### src/rtl/enc_pkg.sv
// rtl/enc_pkg.sv - shared format codes, FSM states and RV32I field positions for the encoder
package enc_pkg;

    localparam logic [2:0] FMT_R = 3'd0;
    localparam logic [2:0] FMT_I = 3'd1;
    localparam logic [2:0] FMT_S = 3'd2;
    localparam logic [2:0] FMT_B = 3'd3;
    localparam logic [2:0] FMT_U = 3'd4;
    localparam logic [2:0] FMT_J = 3'd5;

    // Field LSB positions, identical to those used by dec
    localparam int OPCODE_LSB = 0;
    localparam int RD_LSB     = 7;
    localparam int FUNCT3_LSB = 12;
    localparam int RS1_LSB    = 15;
    localparam int RS2_LSB    = 20;
    localparam int FUNCT7_LSB = 25;

    typedef enum logic [1:0] {
        ST_IDLE  = 2'd0,
        ST_WRITE = 2'd1,
        ST_FULL  = 2'd2
    } state_e;

endpackage

### src/rtl/enc_fmt.sv
// rtl/enc_fmt.sv - combinational RV32I field-to-word packer with legality check
module enc_fmt
    import enc_pkg::*;
(
    input  logic [2:0]  fmt_i,
    input  logic [6:0]  opcode_i,
    input  logic [2:0]  funct3_i,
    input  logic [6:0]  funct7_i,
    input  logic [4:0]  rd_i,
    input  logic [4:0]  rs1_i,
    input  logic [4:0]  rs2_i,
    input  logic [31:0] imm_i,
    output logic [31:0] word_o,
    output logic        illegal_o
);

    always_comb begin
        word_o = 32'b0;
        illegal_o = 1'b0;
        word_o[OPCODE_LSB +: 7] = opcode_i;
        case (fmt_i)
            FMT_R: begin
                word_o[RD_LSB +: 5]     = rd_i;
                word_o[FUNCT3_LSB +: 3] = funct3_i;
                word_o[RS1_LSB +: 5]    = rs1_i;
                word_o[RS2_LSB +: 5]    = rs2_i;
                word_o[FUNCT7_LSB +: 7] = funct7_i;
            end
            FMT_I: begin
                word_o[RD_LSB +: 5]     = rd_i;
                word_o[FUNCT3_LSB +: 3] = funct3_i;
                word_o[RS1_LSB +: 5]    = rs1_i;
                word_o[31:20]           = imm_i[11:0];
            end
            FMT_S: begin
                word_o[11:7]            = imm_i[4:0];
                word_o[FUNCT3_LSB +: 3] = funct3_i;
                word_o[RS1_LSB +: 5]    = rs1_i;
                word_o[RS2_LSB +: 5]    = rs2_i;
                word_o[31:25]           = imm_i[11:5];
            end
            FMT_B: begin
                word_o[7]               = imm_i[11];
                word_o[11:8]            = imm_i[4:1];
                word_o[FUNCT3_LSB +: 3] = funct3_i;
                word_o[RS1_LSB +: 5]    = rs1_i;
                word_o[RS2_LSB +: 5]    = rs2_i;
                word_o[30:25]           = imm_i[10:5];
                word_o[31]              = imm_i[12];
                illegal_o               = imm_i[0];
            end
            FMT_U: begin
                word_o[RD_LSB +: 5]     = rd_i;
                word_o[31:12]           = imm_i[31:12];
            end
            FMT_J: begin
                word_o[RD_LSB +: 5]     = rd_i;
                word_o[19:12]           = imm_i[19:12];
                word_o[20]              = imm_i[11];
                word_o[30:21]           = imm_i[10:1];
                word_o[31]              = imm_i[20];
                // Branch/jump targets are halfword aligned; an odd offset cannot be encoded
                illegal_o               = imm_i[0];
            end
            default: begin
                illegal_o = 1'b1;
            end
        endcase
    end

endmodule

### src/rtl/enc_wr.sv
// rtl/enc_wr.sv - handshaked RV32I encoder writing words to consecutive instruction-memory addresses
module enc_wr
    import enc_pkg::*;
#(
    parameter int ADDR_W = 10
) (
    input  logic              i_clk,
    input  logic              i_rst_n,
    input  logic              i_start,
    input  logic              i_valid,
    output logic              o_ready,
    input  logic [2:0]        i_fmt,
    input  logic [6:0]        i_opcode,
    input  logic [2:0]        i_funct3,
    input  logic [6:0]        i_funct7,
    input  logic [4:0]        i_rd,
    input  logic [4:0]        i_rs1,
    input  logic [4:0]        i_rs2,
    input  logic [31:0]       i_imm,
    output logic              o_mem_we,
    output logic [ADDR_W-1:0] o_mem_addr,
    output logic [31:0]       o_mem_wdata,
    input  logic              i_mem_ack,
    output logic [ADDR_W:0]   o_count,
    output logic              o_full,
    output logic              o_err
);

    state_e              state_q;
    logic [ADDR_W-1:0]   addr_q;
    logic [ADDR_W:0]     count_q;
    logic [31:0]         wdata_q;
    logic                we_q;
    logic                full_q;
    logic                err_q;

    logic [31:0]         word;
    logic                illegal;
    logic                last_addr;
    logic                accept;

    enc_fmt u_fmt (
        .fmt_i     (i_fmt),
        .opcode_i  (i_opcode),
        .funct3_i  (i_funct3),
        .funct7_i  (i_funct7),
        .rd_i      (i_rd),
        .rs1_i     (i_rs1),
        .rs2_i     (i_rs2),
        .imm_i     (i_imm),
        .word_o    (word),
        .illegal_o (illegal)
    );

    assign last_addr = (addr_q == {ADDR_W{1'b1}});
    assign o_ready   = ((state_q == ST_IDLE) |
                        ((state_q == ST_WRITE) & i_mem_ack & ~last_addr)) & ~i_start;
    assign accept    = i_valid & o_ready;

    always_ff @(posedge i_clk or negedge i_rst_n) begin
        if (!i_rst_n) begin
            state_q <= ST_IDLE;
            addr_q  <= '0;
            count_q <= '0;
            wdata_q <= '0;
            we_q    <= 1'b0;
            full_q  <= 1'b0;
            err_q   <= 1'b0;
        end else if (i_start) begin
            state_q <= ST_IDLE;
            addr_q  <= '0;
            count_q <= '0;
            we_q    <= 1'b0;
            full_q  <= 1'b0;
            err_q   <= 1'b0;
        end else begin
            case (state_q)
                ST_IDLE: begin
                    if (accept) begin
                        if (illegal) begin
                            err_q <= 1'b1;
                        end else begin
                            wdata_q <= word;
                            we_q    <= 1'b1;
                            state_q <= ST_WRITE;
                        end
                    end
                end
                ST_WRITE: begin
                    if (i_mem_ack) begin
                        count_q <= count_q + (ADDR_W+1)'(1);
                        if (last_addr) begin
                            // Address stays on the last word; only a restart rewinds it
                            state_q <= ST_FULL;
                            we_q    <= 1'b0;
                            full_q  <= 1'b1;
                        end else begin
                            addr_q <= addr_q + ADDR_W'(1);
                            if (accept && !illegal) begin
                                wdata_q <= word;
                            end else begin
                                we_q    <= 1'b0;
                                state_q <= ST_IDLE;
                            end
                            if (accept && illegal) begin
                                err_q <= 1'b1;
                            end
                        end
                    end
                end
                ST_FULL: begin
                    state_q <= ST_FULL;
                end
                default: begin
                    state_q <= ST_IDLE;
                    we_q    <= 1'b0;
                end
            endcase
        end
    end

    assign o_mem_we    = we_q;
    assign o_mem_addr  = addr_q;
    assign o_mem_wdata = wdata_q;
    assign o_count     = count_q;
    assign o_full      = full_q;
    assign o_err       = err_q;

endmodule

### config.mk
export PLATFORM = sky130hd
export DESIGN_NAME = enc_wr
export DESIGN_NICKNAME = d
export VERILOG_FILES = /design/src/rtl/enc_pkg.sv /design/src/rtl/enc_fmt.sv /design/src/rtl/enc_wr.sv
export SDC_FILE = /design/constraint.sdc
export NUM_CORES = 1
export LEC_CHECK = 0
export ABC_AREA = 1
export BUFFER_PORTS_ARGS = -buffer_cell sky130_fd_sc_hd__clkbuf_2
export CAP_MARGIN = 20
export CORE_UTILIZATION = 40
export CTS_BUF_LIST = sky130_fd_sc_hd__clkbuf_2
export DETAILED_ROUTE_END_ITERATION = 6
export PLACE_DENSITY = 0.63
export SLEW_MARGIN = 20
export SYNTH_ARGS = -nofsm -noshare
export SYNTH_HDL_FRONTEND = slang
export SYNTH_HIERARCHICAL = 1
export SYNTH_SLANG_ARGS = --single-unit
### constraint.sdc
create_clock -name i_clk -period 3.1 [get_ports i_clk]
set_clock_uncertainty 0.15 [all_clocks]
set_input_delay 0.465 -clock i_clk [delete_from_list [all_inputs] [get_ports i_clk]]
set_output_delay 0.465 -clock i_clk [all_outputs]
set_load 0.01 [all_outputs]
Word-level counts from Yosys, hierarchy flattened
Cells that the tools add are included.
- register bits after elaboration: 58
- input port bits: 72
- output and inout bits: 57
- word-level logic and storage cells: 97
- add/sub/neg operators: 2
- eq/ne operators: 22
- mux-type cells: 40
- bitwise gates (word level): 7
- reductions and logical operators: 19
- operators with widths (cell ; count):
    $mux 32 ; 5
    $pmux 25 s6 ; 1
    $pmux 32 s2 ; 1
    $mux 10 ; 4
    $mux 11 ; 3
    $mux 1 ; 16
    $ne 3x3->1 const B ; 5
    $mux 2 ; 6
    $ne 2x2->1 const B ; 6
    $add 11x1->11 const B ; 1
    $add 10x1->10 const B ; 1
    $eq 10x10->1 const B ; 1
    $reduce_bool 2->1 ; 4
    $reduce_and 7->1 ; 1
    $eq 3x2->1 const B ; 2
    $eq 3x3->1 const B ; 2
    $pmux 2 s3 ; 1
    $reduce_and 3->1 ; 2
    $reduce_and 6->1 ; 1
    $reduce_and 5->1 ; 1
    $and 1x1->1 ; 4
    $ne 4x4->1 const B ; 1
    $pmux 1 s2 ; 2
    $reduce_and 4->1 ; 1
    16 further kinds ; 18

Longest topological paths before layout
- depth in word-level cells: 12
- mapped depth: 13
- depth with buffers taken out: 11

By module
Netlist, hierarchy kept.
- modules (own cells, without submodules) (module ; instances ; cells each ; area an instance (sq um) ; seq. area each (sq um)):
    enc_wr ; 1 ; 334 ; 2780.2 ; 1451.4
    enc_fmt ; 1 ; 125 ; 593.1 ; 0.0

Worst setup path before layout
No wires, ideal clock.
- kind: input to register
- start point: input i_fmt[2]
- end point: register err_q (netlist: o_err)
- library setup time: 0.118 ns
- data arrival time: 1.642 ns
- data required time: 2.832 ns
- path slack: 1.190 ns
- stages on the path: 13
- path buffers: 3
- cells stage by stage: buf_6 inv_2 buf_2 nand3_1 o21ai_0 nand2_1 nand2_1 buf_2 nor2_1 nor3_1 nand2_1 nand2_1 nand2_1
- word-level cells in the longest chain between the ends: 6
- elaborated cells between the ends (all ways): 13
- those cells by class: eq/ne: 7; mux: 1; reduce/logical: 5
- ends and longest elaborated chain (element ; line ; source):
    start, declared ; enc_wr.sv:12 ; input logic [2:0] i_fmt,
    $eq 3x1->1, or another cell as far along ; enc_fmt.sv:21 ; case (fmt_i)
    $reduce_or 4->1 (no source line) or $reduce_or 2->1 (tied branches) ; n/a ;
    $pmux 1 s2 (*) ; enc_fmt.sv:21 ;
    via illegal ; enc_wr.sv:38 ; logic illegal;
    $logic_and 1x1->1 ; enc_wr.sv:105 ; if (accept && illegal) begin
    $ne 3x2->1 (no source line) ; n/a ;
    $reduce_and 6->1 (no source line) (*) ; n/a ;
    end signal, assigned ; enc_wr.sv:75 ; err_q <= 1'b0;
    end signal, assigned ; enc_wr.sv:81 ; err_q <= 1'b1;
    end signal, assigned ; enc_wr.sv:106 ; err_q <= 1'b1;
    end, declared ; enc_wr.sv:35 ; logic err_q;
The timed path passes the listed nets; every way through them passes the cells marked *.
A chain may end at the register's enable or synchronous reset.

Worst setup path in the final report
- start point: register addr_q[0] (netlist: o_mem_addr[0])
- end point: output o_ready
- word-level cells in the longest chain between the ends: 5
- ends and longest elaborated chain (element ; line ; source):
    start, declared ; enc_wr.sv:30 ; logic [ADDR_W-1:0] addr_q;
    start signal, assigned ; enc_wr.sv:98 ; addr_q <= addr_q + ADDR_W'(1);
    $eq 10x10->1 ; enc_wr.sv:55 ; assign last_addr = (addr_q == {ADDR_W{1'b1}});
    $not 1->1 ; enc_wr.sv:57 ; ((state_q == ST_WRITE) & i_mem_ack & ~last_addr)) & ~i_start;
    $and 1x1->1 ; enc_wr.sv:57 ;
    $or 1x1->1 ; enc_wr.sv:56 ; assign o_ready = ((state_q == ST_IDLE) |
    $and 1x1->1 ; enc_wr.sv:57 ;
    end, declared ; enc_wr.sv:11 ; output logic o_ready,
No other way between the ends.

==> results.md <==
- DIE AREA: 8800 µm²
- Clk sink count: 58
- Synth Register Bits: 58
- Synth cell types: 31
- Clock Tree Buf Depth: 2
- Int Power: 1.30 mW
- Top-area cell type share of the netlist area: 43.0%
- Crit Path Category: flop to output port
- TritonCTS clock tree: built
- Main combinational cell family by area after synthesis: simple AND/OR/NAND/NOR gates
- Total Wirelength: 8570 µm
- Synth Area per Inst: 7.35 µm²
- Setup_tns: 0 ps
- Syn Inst Count: 459
- Final GP Congestion: 0.850
- MaxCap Viol Count: 0
- Seq/Total Area, Yosys: 43.0%
- Post-synthesis xor/xnor area fraction: 0.519%
- Htree depth: 3
- Fin nets: 657
- P&R area growth vs syn: 22.6%
- Total power: 2.12 mW
- Finished Layout Cells: 693
- Gate power share: 33.5%
- Mux cell area share after synthesis: 0%
- Placement Cell Area: 3980 µm²
- Min Tclk post-route: 2540 ps
- Clk Latency, worst-skew pair: 470 ps
- Vias in the first global route: 3153
- Gr usage total: 20.6%
- CTS clk-pin slew, worst paths: 160 ps
- CP Launch Type: flop
- First-pass GRT wire length: 14300 µm
- Clock power share: 17.5%
- Mapped Area: 3370 µm²
- Switch share: 39.0%
- Pwr per Cell Area: 513 nW/µm²
- CORE AREA: 8180 µm²
- Final Cycle Share: 82.0%
- Worst setup margin: 557 ps
- Final Hold Slack: 140 ps
- Sequential share of power: 49.0%
- Filler cells: 840
- PostCTS Resize Cnt: 0
- Worst path required time: 2480 ps
- Initial DRC Count: 161
- Overflow left after global routing: 0
- Synth area leaders: dfrtp_1 43%, nand2_1 19%, nand3_1 7.3%, o21ai_0 5.3%, nor2_1 2.7%
- Ports: 129
- Final-report hold violation count: 0
- Crit. End Element: output port
- Worst Path Max Fanout: 7
- Antenna Nets Post-Route: 0
- Actual slew at the worst max-slew pin: 744 ps
- Post-detail-place hpwl: 6380 µm
- Share of cells above drive strength 1: 28.6%
- Synth Area in Adders: 0.742%
- Die Y: 93.8 µm
- WL/cell: 12.4 µm
- CTS Buf Count: 9
- Reg2Reg Setup Slack: 920 ps
- Die width: 93.8 µm
- Area leader, netlist: dfrtp_1
- Clk root buf: clkbuf_2
- RSZ-0062 raised after global routing: no
- Syn nets: 533
- Cells after DPL: 669
- Slew headroom: 50.4%
- Antenna violations before repair: 0
- Vias/cell: 4.91
- Fin util: 50.6%
- Routed via count: 3400
- Largest net degree at the start of global routing: 59
- DRT Pass-1 Iters: 6
- Synth Area in Compound Gates: 9.72%
- Antenna cell count: 0
- Hold Crit Class: input port to flop
- Simple-gate share of the synthesized area: 37.3%
- Setup violators final: 0
- Most frequent cells in the layout: 173 x nand2_1, 139 x clkbuf_2, 58 x dfrtp_1
- Initial Utilization: 41.3%
- Status: completed
- FP Rows: 33
- Critical Path AT: 1930 ps
- FMAX: 0.393 GHz
- Final Max Tran Viols: 0
- Worst vdd rail ir drop: 0.000156 V
- Synth Warn #: 6
- Port-buffer cells: 128
- Leakage Power: 2.25 nW
- DP Worst Slack: 488 ps
- Residual DRC: 0
- Most common cell after layout, fill and taps aside: nand2_1
- Post-route cell area: 4140 µm²
- Psw: 0.827 mW
-- critical path: stages, from the launching register on --
cell and delay, ps:
dfrtp_1 480, ha_1 310, nand3_2 110, nor2_2 140, nand2_1 110, nand2_2 90, nand2_4 80, clkbuf_2 140
-- Yosys cell counts, drive strengths merged --
master	count
a21oi	12
a32o	1
and3	1
buf	23
clkbuf	3
dfrtp	58
ha	2
inv	27
nand2	178
nand3	51
nand4	13
nor2	32
nor3	6
nor3b	1
o21ai	47
o31ai	2
xor2	2
-- power by group through the flow --
stage          clock [mW]  sequential (mW)  combinational, mW
2_1_floorplan           0             1.11              0.350
3_3_place_gp            0             1.05              0.708
3_5_place_dp            0             1.05              0.716
4_1_cts             0.387             1.04              0.724
5_1_grt             0.416             1.06              0.814
6_report            0.370             1.04              0.712
-- worst paths after layout --
| check | start | end | depth (start not counted) |
|---|---|---|---|
| max in group asynchronous | i_rst_n | o_mem_wdata[7]$_DFFE_PN0P_ | 3 |
| min in group asynchronous | i_rst_n | o_mem_addr[7]$_DFFE_PN0P_ | 3 |
| max | o_mem_addr[0]$_DFFE_PN0P_ | o_ready | 7 |
| min reg2reg | o_mem_we$_DFFE_PN0P_ | o_mem_we$_DFFE_PN0P_ | 2 |
| min | i_imm[23] | o_mem_wdata[23]$_DFFE_PN0P_ | 5 |
| max reg2reg | o_mem_addr[0]$_DFFE_PN0P_ | o_mem_wdata[12]$_DFFE_PN0P_ | 10 |
-- state kept, by name, indices dropped and copies added, names as in the netlist --
register     flops
o_count         11
o_mem_we         1
o_full           1
o_mem_wdata     32
state_q          2
o_mem_addr      10
o_err            1
-- kinds of logic after synthesis --
logic type | after synthesis
xor+xnor | 2
fa+ha+maj | 2
compound gates | 62
flops | 58
simple gates | 282
buf+inv | 53
-- timing repair --
item                                   4_1_cts  5_1_grt
hold buffers                                 8        0
endpoints found under the hold margin       60        0
setup endpoints to repair                    0        0
setup buffers                                0        0
-- layer usage --
metal,track usage (%),wire (µm),vias up
met5,0,0,-
met4,7.18,115,0
met3,5.10,593,10
met2,32.8,3930,137
met1,27.0,3930,1514
li1,-,-,1739
-- area by class of cell --
class | instances | area [µm²] | share of cell area, %
Multi-Input combinational cell | 348 | 1630 | 39.4
Sequential cell | 58 | 1450 | 35.1
Timing Repair Buffer | 139 | 743 | 18.0
Tap cell | 105 | 131 | 3.18
Inverter | 27 | 104 | 2.51
Clock buffer | 11 | 55.1 | 1.33
Clock inverter | 5 | 21.3 | 0.514
Note: power is estimated with default switching activity, not from simulation.
